`src/rtl/inertial_pkg.sv`:
```
// Shared types and default constants for the inertial pitch integrator.
package inertial_pkg;

   typedef enum logic {RUN = 1'b0, CAL = 1'b1} state_t;

   localparam int              RT_W_DEF        = 16;
   localparam int              ACC_W_DEF       = 27;
   localparam int              OUT_SHIFT_DEF   = 11;
   localparam int              FUSION_STEP_DEF = 1024;
   localparam int              AZ_GAIN_DEF     = 327;
   localparam int              AZ_SHIFT_DEF    = 13;
   localparam int              CAL_LOG2_DEF    = 8;
   localparam logic [15:0]     RT_OFF_RST      = 16'h0050;
   localparam logic [15:0]     AZ_OFF_RST      = 16'h00A0;

   // Width of AZ_GAIN as a signed operand.
   function automatic int gain_w(input int gain);
      return $clog2(gain + 1) + 1;
   endfunction

endpackage

```
`src/rtl/inertial_cal_avg.sv`:
```
// Offset calibration: sums 2^CAL_LOG2 samples of each axis and loads the mean as the new offset.
module inertial_cal_avg
   import inertial_pkg::*;
#(
   parameter int              RT_W       = RT_W_DEF,
   parameter int              CAL_LOG2   = CAL_LOG2_DEF,
   parameter logic [RT_W-1:0] RT_OFF_DEF = RT_OFF_RST,
   parameter logic [RT_W-1:0] AZ_OFF_DEF = AZ_OFF_RST
) (
   input  logic                   clk,
   input  logic                   rst_n,
   input  logic                   clr,
   input  logic                   smp,
   input  logic signed [RT_W-1:0] ptch_rt,
   input  logic signed [RT_W-1:0] az,
   output logic                   last,
   output logic signed [RT_W-1:0] rt_off,
   output logic signed [RT_W-1:0] az_off
);

   localparam int SUM_W = RT_W + CAL_LOG2;

   logic signed [SUM_W-1:0] rt_sum, az_sum, rt_sum_nxt, az_sum_nxt;
   logic [CAL_LOG2-1:0]     cnt;

   assign rt_sum_nxt = rt_sum + SUM_W'(ptch_rt);
   assign az_sum_nxt = az_sum + SUM_W'(az);
   assign last       = smp && (cnt == '1);

   always_ff @(posedge clk or negedge rst_n) begin
      if (!rst_n) begin
         rt_sum <= '0;
         az_sum <= '0;
         cnt    <= '0;
         rt_off <= RT_OFF_DEF;
         az_off <= AZ_OFF_DEF;
      end else if (clr) begin
         rt_sum <= '0;
         az_sum <= '0;
         cnt    <= '0;
      end else if (smp) begin
         if (last) begin
            // Upper slice of the full sum is the arithmetic mean.
            rt_off <= rt_sum_nxt[SUM_W-1:CAL_LOG2];
            az_off <= az_sum_nxt[SUM_W-1:CAL_LOG2];
            rt_sum <= '0;
            az_sum <= '0;
            cnt    <= '0;
         end else begin
            rt_sum <= rt_sum_nxt;
            az_sum <= az_sum_nxt;
            cnt    <= cnt + CAL_LOG2'(1);
         end
      end
   end

endmodule

```
`src/rtl/inertial_integrator_cal.sv`:
```
// Pitch integrator fusing gyro rate with accelerometer pitch, with on-demand offset calibration.
module inertial_integrator_cal
   import inertial_pkg::*;
#(
   parameter int              RT_W        = RT_W_DEF,
   parameter int              ACC_W       = ACC_W_DEF,
   parameter int              OUT_SHIFT   = OUT_SHIFT_DEF,
   parameter int              FUSION_STEP = FUSION_STEP_DEF,
   parameter int              AZ_GAIN     = AZ_GAIN_DEF,
   parameter int              AZ_SHIFT    = AZ_SHIFT_DEF,
   parameter int              CAL_LOG2    = CAL_LOG2_DEF,
   parameter logic [RT_W-1:0] RT_OFF_DEF  = RT_OFF_RST,
   parameter logic [RT_W-1:0] AZ_OFF_DEF  = AZ_OFF_RST
) (
   input  logic                   clk,
   input  logic                   rst_n,
   input  logic                   vld,
   input  logic signed [RT_W-1:0] ptch_rt,
   input  logic signed [RT_W-1:0] AZ,
   input  logic                   cal_start,
   output logic signed [RT_W-1:0] ptch,
   output logic                   ptch_vld,
   output logic                   cal_busy,
   output logic                   cal_done
);

   localparam int GAIN_W = gain_w(AZ_GAIN);
   localparam int PROD_W = RT_W + 1 + GAIN_W;
   localparam int STAGES = 1;

   localparam logic signed [GAIN_W-1:0] GAIN_S  = GAIN_W'(AZ_GAIN);
   localparam logic signed [PROD_W-1:0] PA_MAX  = {{(PROD_W-RT_W+1){1'b0}}, {(RT_W-1){1'b1}}};
   localparam logic signed [PROD_W-1:0] PA_MIN  = {{(PROD_W-RT_W+1){1'b1}}, {(RT_W-1){1'b0}}};
   localparam logic signed [ACC_W+1:0]  ACC_MAX = {3'b000, {(ACC_W-1){1'b1}}};
   localparam logic signed [ACC_W+1:0]  ACC_MIN = {3'b111, {(ACC_W-1){1'b0}}};
   localparam logic signed [ACC_W+1:0]  FS      = (ACC_W+2)'(FUSION_STEP);

   state_t state, state_nxt;
   logic   cal_clr, cal_smp, cal_last, run_vld, acc_clr;

   logic signed [RT_W-1:0]   rt_off, az_off;
   logic signed [RT_W:0]     rate_comp, az_diff;
   logic signed [PROD_W-1:0] az_prod, az_shr;
   logic signed [RT_W-1:0]   ptch_acc;
   logic signed [ACC_W+1:0]  step, acc_sum;
   logic signed [ACC_W-1:0]  acc, acc_sat;
   logic [STAGES:0]          vld_pipe;

   inertial_cal_avg #(
      .RT_W       (RT_W),
      .CAL_LOG2   (CAL_LOG2),
      .RT_OFF_DEF (RT_OFF_DEF),
      .AZ_OFF_DEF (AZ_OFF_DEF)
   ) u_cal (
      .clk     (clk),
      .rst_n   (rst_n),
      .clr     (cal_clr),
      .smp     (cal_smp),
      .ptch_rt (ptch_rt),
      .az      (AZ),
      .last    (cal_last),
      .rt_off  (rt_off),
      .az_off  (az_off)
   );

   always_ff @(posedge clk or negedge rst_n) begin
      if (!rst_n) state <= RUN;
      else        state <= state_nxt;
   end

   always_comb begin
      state_nxt = state;
      case (state)
         RUN: if (cal_start)             state_nxt = CAL;
         CAL: if (!cal_start && cal_last) state_nxt = RUN;
         default:                        state_nxt = RUN;
      endcase
   end

   // cal_start wins over a coincident vld in either state.
   always_comb begin
      cal_busy = (state == CAL);
      cal_clr  = cal_start;
      cal_smp  = (state == CAL) && vld && !cal_start;
      run_vld  = (state == RUN) && vld && !cal_start;
      acc_clr  = (state == CAL) || cal_start;
   end

   assign rate_comp = (RT_W+1)'(ptch_rt) - (RT_W+1)'(rt_off);
   assign az_diff   = (RT_W+1)'(AZ) - (RT_W+1)'(az_off);
   assign az_prod   = PROD_W'(az_diff) * PROD_W'(GAIN_S);
   assign az_shr    = az_prod >>> AZ_SHIFT;
   assign ptch_acc  = (az_shr > PA_MAX) ? {1'b0, {(RT_W-1){1'b1}}} :
                      (az_shr < PA_MIN) ? {1'b1, {(RT_W-1){1'b0}}} : az_shr[RT_W-1:0];

   assign step    = (ptch_acc > ptch) ? FS : -FS;
   assign acc_sum = (ACC_W+2)'(acc) - (ACC_W+2)'(rate_comp) + step;
   assign acc_sat = (acc_sum > ACC_MAX) ? {1'b0, {(ACC_W-1){1'b1}}} :
                    (acc_sum < ACC_MIN) ? {1'b1, {(ACC_W-1){1'b0}}} : acc_sum[ACC_W-1:0];

   always_ff @(posedge clk or negedge rst_n) begin
      if (!rst_n) begin
         acc      <= '0;
         ptch     <= '0;
         vld_pipe <= '0;
         cal_done <= 1'b0;
      end else begin
         cal_done <= cal_last;
         if (acc_clr) begin
            acc      <= '0;
            ptch     <= '0;
            vld_pipe <= '0;
         end else begin
            if (run_vld) acc <= acc_sat;
            ptch     <= acc[ACC_W-1:OUT_SHIFT];
            vld_pipe <= {vld_pipe[STAGES-1:0], run_vld};
         end
      end
   end

   assign ptch_vld = vld_pipe[STAGES];

endmodule

```
`config.mk`:
```
export PLATFORM = sky130hd
export DESIGN_NAME = inertial_integrator_cal
export DESIGN_NICKNAME = d
export VERILOG_FILES = /design/src/rtl/inertial_pkg.sv /design/src/rtl/inertial_cal_avg.sv /design/src/rtl/inertial_integrator_cal.sv
export SDC_FILE = /design/constraint.sdc
export NUM_CORES = 1
export LEC_CHECK = 0
export CORE_MARGIN = 2
export CORE_UTILIZATION = 55
export DETAILED_ROUTE_END_ITERATION = 6
export GPL_TIMING_DRIVEN = 1
export PLACE_DENSITY = 0.73
export SETUP_SLACK_MARGIN = 0.1
export SLEW_MARGIN = 20
export SYNTH_ARGS = -nofsm -noshare
export SYNTH_HDL_FRONTEND = slang
export SYNTH_SLANG_ARGS = --single-unit
```
`constraint.sdc`:
```
create_clock -name clk -period 16.8 [get_ports clk]
set_input_delay 3.36 -clock clk [delete_from_list [all_inputs] [get_ports clk]]
set_output_delay 3.36 -clock clk [all_outputs]
set_load 0.01 [all_outputs]
```
### Word-level counts from Yosys, hierarchy flattened

Cells that the tools add are included.

* register bits: 135
* bits in latches: 0
* RAM bits: 0
* bits in read-only memories: 0
* memories kept: 0

* $add $sub $neg: 7
* multiply operators: 1
* divide/modulo/power cells: 0
* magnitude comparators: 5
* equality and inequality tests: 1
* shift-type cells: 0
* multiplexer cells: 21
* bitwise logic cells: 2
* reductions and logical operators: 11

Operator list (number)
* two-way mux 24 bit: 6
* two-way mux 27 bit: 4
* adder 24 x 16 -> 24 bit: 2
* two-way mux 16 bit: 3
* subtractor 16 x 16 -> 17 bit: 2
* adder 28 x 29 -> 29 bit: 1
* greater-than comparator 29 x 27 -> 1 bit, second input constant: 1
* less-than comparator 29 x 27 -> 1 bit, second input constant: 1
* two-way mux 29 bit: 1
* subtractor 27 x 17 -> 28 bit: 1
* multiplier 17 x 10 -> 27 bit, second input constant: 1
* two-way mux 8 bit: 3
* greater-than comparator 14 x 16 -> 1 bit, second input constant: 1
* greater-than comparator 16 bit: 1
* less-than comparator 14 x 16 -> 1 bit, second input constant: 1
* adder 8 x 1 -> 8 bit, second input constant: 1
* equality test 8 bit, second input constant: 1
* logical AND 1 bit: 6
* nonzero test 2 bit: 2
* AND reduction 3 bit: 1
* two-way mux 1 bit: 2
* two-way mux 2 bit: 1
* inverter 1 bit: 2
* case mux 1 bit (2 select lines): 1
* 2 further kinds: 2

### Longest topological paths before layout

Gate-level depths: netlist of the first run.

* word-level depth: 13
* depth in mapped cells: 55

### Cells and area by module

A second synthesis of the first run with hierarchy kept.

* cell total of the unflattened synthesis: 1472
* area, all modules: 13807.0 µm²

By module, submodules not included
* inertial_integrator_cal: instances 1, cells each 903, area an instance 8152.8 µm²
* inertial_cal_avg: instances 1, cells each 569, area an instance 5654.2 µm²

### Worst setup path after synthesis of the first run

OpenSTA, ideal clock, no wires.

* kind: input-to-reg
* start point: in AZ[0]
* end point: reg acc[23]
* arrival: 15.611 ns
* slack: 1.063 ns
* stages on the path: 53
* buffers on the path: 4
* cells stage by stage: inv_1 ha_1 fa_1 nor2b_1 o31a_1 o21ai_1 a21boi_1 o21ai_0 a21boi_0 or3_1 and3_1 clkbuf_1 inv_2 xnor2_1 ha_1 fa_1 fa_1 inv_1 [17 not listed] and4_1 nor3_1 fa_1 fa_1 inv_1 ha_1 buf_6 and3_4 nor2b_4 o31a_1 a211o_1 a311oi_1 a211oi_1 and2_1 a22o_1 buf_6 buf_8 a221o_1

* word-level cells in the longest chain between the ends: 13

Ends and longest elaborated chain
* start, declared: RTL line inertial_integrator_cal.sv:19 `input logic signed [RT_W-1:0] AZ,`
* subtractor 16 x 16 -> 17 bit (*): RTL line inertial_integrator_cal.sv:90 `assign az_diff = (RT_W+1)'(AZ) - (RT_W+1)'(az_off);`
* multiplier 17 x 10 -> 27 bit (*): RTL line inertial_integrator_cal.sv:91 `assign az_prod = PROD_W'(az_diff) * PROD_W'(GAIN_S);`
* less-than comparator 14 x 16 -> 1 bit: RTL line inertial_integrator_cal.sv:94 `(az_shr < PA_MIN) ? {1'b1, {(RT_W-1){1'b0}}} : az_shr[RT_W-1:0];`
* two-way mux 16 bit: RTL line inertial_integrator_cal.sv:94
* two-way mux 16 bit (*): RTL line inertial_integrator_cal.sv:93 `assign ptch_acc = (az_shr > PA_MAX) ? {1'b0, {(RT_W-1){1'b1}}} :`
* greater-than comparator 16 bit (*): RTL line inertial_integrator_cal.sv:96 `assign step = (ptch_acc > ptch) ? FS : -FS;`
* two-way mux 29 bit (*): RTL line inertial_integrator_cal.sv:96
* adder 28 x 29 -> 29 bit (*): RTL line inertial_integrator_cal.sv:97 `assign acc_sum = (ACC_W+2)'(acc) - (ACC_W+2)'(rate_comp) + step;`
* less-than comparator 29 x 27 -> 1 bit: RTL line inertial_integrator_cal.sv:99 `(acc_sum < ACC_MIN) ? {1'b1, {(ACC_W-1){1'b0}}} : acc_sum[ACC_W-1:0];`
* two-way mux 27 bit: RTL line inertial_integrator_cal.sv:99
* two-way mux 27 bit (*): RTL line inertial_integrator_cal.sv:98 `assign acc_sat = (acc_sum > ACC_MAX) ? {1'b0, {(ACC_W-1){1'b1}}} :`
* two-way mux 27 bit (*): RTL line inertial_integrator_cal.sv:114 `if (run_vld) acc <= acc_sat;`
* two-way mux 27 bit (*): RTL line inertial_integrator_cal.sv:109 `if (acc_clr) begin`
* end signal, assigned: RTL line inertial_integrator_cal.sv:114
* end, declared: RTL line inertial_integrator_cal.sv:46 `logic signed [ACC_W-1:0] acc, acc_sat;`

Mark *: on every way between the ends. The rest lies on a longest branch, timed or not. The select of a mux whose other input is x is not followed.
A chain may end at the register's enable or synchronous reset.

### Final worst setup path of the first run

* start point: in AZ[0]
* end point: reg acc[14]

Same word-level chain as after synthesis.

==> results by group, run 1 <==
Yosys
  – Share of the yosys chip area belonging to registers: 24.2%
  – Fraction of registers with async set/reset: 100%
  – Mean post-synth cell area: 9.14 um^2
  – Syn nets: 1852
  – Post-synthesis cell area: 14000 um^2
  – Post-synth EDFFs: 0
  – Dominant synthesized flop cell: dfrtp_1
  – Yosys cell types: 74
  – Yosys reg bits: 135
  – YS warnings: 0
  – Synth Instances: 1531

Finish
  – P&R area growth vs syn: 10.7%
  – Ant. Diodes: 0
  – Commonest non-fill, non-tap cells in the layout: inv_1, ha_1, dfrtp_1
  – Commonest non-fill, non-tap cell in the layout: inv_1
  – Ratio of cells with drive above 1 in the final layout: 5.08%
  – Final net count: 1901

Placed design
  – Port Buffers: 54
  – RD Place Congestion: 0.923
  – DP HPWL: 24900 um

Timing
  – Peak Freq: 63.5 MHz
  – Slew at the pin closest to its max-slew limit: 993 ps
  – Clock Skews: 16.5 ps
  – RSZ-0062 raised after global routing: false
  – Slew HR: 33.8%
  – Min Tclk post-route: 15740 ps
  – Final Hold Fails: 0
  – Setup tns final: 0 ps
  – Worst hold margin: 466 ps
  – Crit share post-route: 93.7%
  – Final Setup Violations: 0
  – Fin. max-slew vios: 0

Worst setup path
  – Critical path launch point type: input port
  – CP required: 17110 ps
  – Slowest Stage Delay on Critical Path: 550 ps
  – Kind of critical path: in2reg
  – Largest delay share family, worst path: compound AO/OA/AOI/OAI gates
  – Crit path buf inv count: 7
  – Crit. End Element: flip-flop
  – Worst Path Max Fanout: 26
  – WP data arrival: 16050 ps
  – Crit-path slowest cell: fa_1
  – Crit path top cell by count: fa_1

CTS
  – Worst-Skew Late Latency: 430 ps
  – Max clock buf depth: 2
  – CTS tree: done
  – Htree depth: 4
  – CTS Hold Bufs: 0
  – Clock sink total: 135
  – Post-CTS Setup Inserts: 0
  – CTS root buffer: clkbuf_16
  – CTS Buf Count: 17
  – Post-CTS sizing: 0
  – Clock transition at path regs: 60 ps

Global routing
  – Grt ovf: 0
  – First-pass GRT wire length: 53600 um
  – GRT Util Overall: 25.0%
  – Antenna violations before repair: 0
  – Pin count of the biggest net entering global routing: 80
  – Vias in the first global route: 11100

Route
  – Post-route ant nets: 0
  – DRT iter0 DRCs: 650
  – Routed vias/inst: 5.70
  – First-pass DRT Iterations: 5
  – DR vias: 11000
  – # DRC: 0
  – Wire per inst: 16.5 um
  – Routed WL: 31800 um

Status
  – Status: completed

Power
  – Static leakage: 7.69 nW
  – PwrDens: 214 nW/um^2
  – Max IR drop VDD: 0.000262 V

Floorplan
  – Starting density of the core: 55.7%
  – I/O Pins: 55
  – Die width: 164 um
  – FP Rows: 58
  – Die height: 164 um
  – Core footprint: 25100 um^2
  – Die area: 26700 um^2

Run
  – Max_cap viols: 0

Min path
  – Tightest Hold Check Type: reg2reg
==> routing by layer <==
metal  up-vias  share of wire [%]  GRT usage, %
li1       5392                  -             -
met1      5351                 45          32.7
met2       185                 50          44.2
met3        41                3.0          2.84
met4         0                1.6          6.26
met5         -                  0             0
==> stage by stage <==
| stage | cells | area [um^2] | utilization, % | setup WS [ps] | power (W) |
|---|---|---|---|---|---|
| final | 1923 | 15500 | 61.7 | 1060 | 0.00331 |
| after global routing | 1923 | 15500 | 61.7 | 199 | 0.00369 |
| after CTS | 1923 | 15500 | 61.7 | 794 | 0.00332 |
| after detailed placement | 1891 | 14900 | 59.3 | 348 | 0.00291 |
| after global placement | 1891 | 14900 | 59.3 | 800 | 0.00284 |
| after floorplan | 1531 | 14000 | - | 1060 | 0.00239 |
==> final cells by class <==
type                            count  area, um^2
Timing Repair Buffer               66         632
Fill cell                        2172        9610
Clock buffer                       19         453
Sequential cell                   135        3380
Multi-Input combinational cell   1110        9520
Inverter                          250         938
Clock inverter                     13         156
Tap cell                          330         413
==> Yosys cell counts, drive strengths merged, types with 11 or more instances <==
library cell,count,area [um^2]
nor2,82,308
nand3,28,140
a21oi,91,467
a31oi,14,93.8
o21a,24,180
nand4,12,75.1
a221o,27,270
xor2,30,263
a21o,42,315
nand2,95,357
xnor2,67,587
mux2,12,135
o21ai,79,395
inv,250,938
nor2b,13,88.8
dfrtp,131,3280
a211oi,12,90.1
nand2b,14,87.6
nor3,36,180
a22o,35,307
fa,91,1820
and3,11,73.8
clkbuf,28,105
ha,194,2430
==> registers in the layout, indices dropped and copies added, names as in the netlist <==
register and cells:
u_cal.az_off 16, ptch 16, u_cal.rt_off 16, cal_done 1
u_cal.az_sum 24, cal_busy 1, u_cal.rt_sum 24, acc 27
u_cal.cnt 8, vld_pipe 2
==> where the power goes <==
group / switching, W / internal, W
sequential: 0.0000128 / 0.000345
combinational: 0.00145 / 0.00111
clock: 0.000161 / 0.000231
total: 0.00163 / 0.00169
==> path summary, 6_finish.rpt <==
| path | depth (start not counted) | slack (ps) | end | start |
|---|---|---|---|---|
| max reg2reg | 49 | 4150 | acc[14] | u_cal.az_off[0] |
| max | 51 | 1060 | acc[14] | AZ[0] |
| min reg2reg | 1 | 470 | vld_pipe[1] | vld_pipe[0] |
| min | 1 | 470 | vld_pipe[1] | vld_pipe[0] |
| min in group asynchronous | 1 | 2900 | cal_done | rst_n |
| max in group asynchronous | 2 | 12500 | acc[5] | rst_n |
==> cells by family (layout without fill, tap and decap cells) <==
group | after synthesis | after routing | share of synthesized area [%]
DFF | 135 | 135 | 24.2
adders and majority gates | 285 | 285 | 30.4
AOI/OAI and AO/OA | 393 | 393 | 19.3
and+or+nand+nor | 317 | 317 | 10.7
muxes | 18 | 18 | 1.39
buffers and inverters | 286 | 348 | 8.00
xor gates and xnor gates | 97 | 97 | 6.07
Note: power is estimated with default switching activity, not from simulation.
==> run 2: changes to the inputs <==
--- a/config.mk
+++ b/config.mk
@@ -6,10 +6,9 @@
 export NUM_CORES = 1
 export LEC_CHECK = 0
 export CORE_MARGIN = 2
-export CORE_UTILIZATION = 55
+export CORE_UTILIZATION = 35
 export DETAILED_ROUTE_END_ITERATION = 6
 export GPL_TIMING_DRIVEN = 1
-export PLACE_DENSITY = 0.73
 export SETUP_SLACK_MARGIN = 0.1
 export SLEW_MARGIN = 20
 export SYNTH_ARGS = -nofsm -noshare
==> results by group, run 2 (synthesis gave the netlist of run 1 again) <==
Status
  – Status: completed

Finish
  – Ant. Diodes: 0 (unchanged)
  – Final net count: 1902 (+0.053%)
  – Register with the most flip-flops: acc
  – Largest registers: acc x27, u_cal.az_sum x24, u_cal.rt_sum x24
  – Ratio of cells with drive above 1 in the final layout: 5.14% (+0.060 points)
  – Max reg flops: 27 (unchanged)
  – P&R area growth vs syn: 12.2%
  – Commonest non-fill, non-tap cell in the layout: inv_1
  – Commonest non-fill, non-tap cells in the layout: inv_1, ha_1, dfrtp_1
  – Filler cell count: 4029 (+85%)

Run
  – Max_cap viols: 0 (unchanged)

Global routing
  – Pin count of the biggest net entering global routing: 71 (-11%)
  – Vias in the first global route: 11200 (+1.7%)
  – Grt ovf: 0 (unchanged)
  – GRT Util Overall: 16.8% (-8.2 points)
  – Antenna violations before repair: 0 (unchanged)
  – First-pass GRT wire length: 56100 um (+4.8%)

Floorplan
  – I/O Pins: 55 (unchanged)
  – FP Rows: 73 (+26%)
  – Core footprint: 39600 um^2 (+58%)
  – Starting density of the core: 35.3% (-20 points)
  – Die width: 204 um (+25%)
  – Die height: 204 um (+25%)
  – Die area: 41600 um^2 (+56%)

CTS
  – Post-CTS Setup Inserts: 0 (unchanged)
  – Max clock buf depth: 2 (unchanged)
  – Htree depth: 4 (unchanged)
  – Clock sink total: 135 (unchanged)
  – Post-CTS sizing: 0 (unchanged)
  – CTS Hold Bufs: 0 (unchanged)
  – Worst-Skew Late Latency: 450 ps (+20 ps)
  – CTS Buf Count: 17 (unchanged)
  – Clock transition at path regs: 70 ps (about the same)
  – CTS tree: done
  – CTS root buffer: clkbuf_16

Min path
  – Hold path start: vld_pipe[0]
  – Tightest Hold Check Type: reg2reg

Route
  – First-pass DRT Iterations: 5 (unchanged)
  – # DRC: 0 (unchanged)
  – DR vias: 10900 (-0.43%)
  – Routed vias/inst: 5.15 (-9.6%)
  – Wire per inst: 15.6 um (-5.8%)
  – Routed WL: 33000 um (+3.8%)
  – Post-route ant nets: 0 (unchanged)
  – DRT iter0 DRCs: 450 (-31%)

Timing
  – Clock Skews: 16.9 ps (+0.390 ps)
  – Final Setup Violations: 0 (unchanged)
  – RSZ-0062 raised after global routing: false
  – Setup tns final: 0 ps (unchanged)
  – Final Hold Fails: 0 (unchanged)
  – Slew at the pin closest to its max-slew limit: 928 ps (-65.4 ps)
  – Fin. max-slew vios: 0 (unchanged)
  – Min Tclk post-route: 15630 ps (-116 ps)
  – Crit share post-route: 93.0% (-0.69 points)
  – Slew HR: 38.2% (+4.4 points)
  – Final WS setup: 1170 ps (+116 ps)
  – Peak Freq: 64.0 MHz (+0.74%)

Power
  – PwrDens: 208 nW/um^2 (-2.9%)
  – Static leakage: 7.69 nW (-0.12%)
  – Max IR drop VDD: 0.000135 V (-49%)

Worst setup path
  – Critical path launch point type: input port
  – WP data arrival: 16010 ps (-40 ps)
  – Worst reg2reg setup slack: 4230 ps (+80 ps)
  – Worst setup endpoint: acc[9]
  – Worst Path Max Fanout: 26 (unchanged)
  – Crit-path slowest cell: fa_1
  – Crit path from: AZ[0]
  – Slowest Stage Delay on Critical Path: 550 ps (about the same)
  – Crit. End Element: flip-flop
  – CP required: 17190 ps (+80 ps)
  – RR Endpoint: acc[9]
  – Crit path top cell by count: fa_1
  – Kind of critical path: in2reg
  – R2R depth: 49 (unchanged)
  – Reg-to-Reg Start: u_cal.az_off[0]

Placed design
  – Pre-CTS setup slack: 577 ps (+230 ps)
  – RD Place Congestion: 0.825 (-11%)
  – DP HPWL: 25800 um (+3.6%)
  – Port Buffers: 54 (unchanged)
==> run 2: through the flow <==
stage / cell area [um^2] / power, W / hold WS [ps] / util (%) / cells
3_5_place_dp: 15100 / 0.00290 / 457 / 38.2 / 2087
3_3_place_gp: 15100 / 0.00285 / 469 / 38.2 / 2087
5_1_grt: 15700 / 0.00366 / 499 / 39.6 / 2119
4_1_cts: 15700 / 0.00329 / 483 / 39.6 / 2119
6_report: 15700 / 0.00326 / 479 / 39.6 / 2119
2_1_floorplan: 14000 / 0.00239 / 428 / - / 1531
==> run 2: final cells by class <==
type,count,area (um^2),area share [%]
Clock buffer,17,425,2.71
Clock inverter,15,136,0.868
Inverter,250,938,5.98
Multi-Input combinational cell,1110,9520,60.6
Sequential cell,135,3380,21.5
Tap cell,525,657,4.18
Timing Repair Buffer,67,639,4.07
==> run 2: how the worst min path moves through the flow <==
stage                                  end  slack [ps]  cells after the start
after detailed placement       vld_pipe[1]         460                      1
after floorplan                vld_pipe[1]         430                      1
after CTS                      vld_pipe[1]         480                      1
after global placement    u_cal.rt_sum[13]         470                      2
after global routing           vld_pipe[1]         500                      1
final                          vld_pipe[1]         480                      1
==> run 2: critical path: cells and delay by family <==
| kind | cells | cell delay (ps) |
|---|---|---|
| AO/OA/AOI/OAI | 18 | 4710 |
| XOR/XNOR | 1 | 140 |
| adder cells (fa/ha/maj) | 11 | 4380 |
| AND/OR/NAND/NOR | 14 | 2330 |
| buffers and inverters | 7 | 1080 |
==> run 2: per-layer routing <==
layer	vias to the layer above	wire length [um]	part of all wire (%)	GRT usage, %
li1	5383	-	-	-
met1	5356	15400	47	21.7
met2	147	15900	48	28.6
met3	36	1010	3.1	2.97
met4	0	637	1.9	4.92
met5	-	0	0	0
==> run 2: power breakdown <==
part	internal (W)	total (W)	leakage, nW	switching [W]
Sequential	0.000345	0.000358	1.77	0.0000131
Clock	0.000195	0.000365	0.270	0.000171
Combinational	0.00111	0.00254	5.65	0.00143
Total	0.00165	0.00326	7.69	0.00161
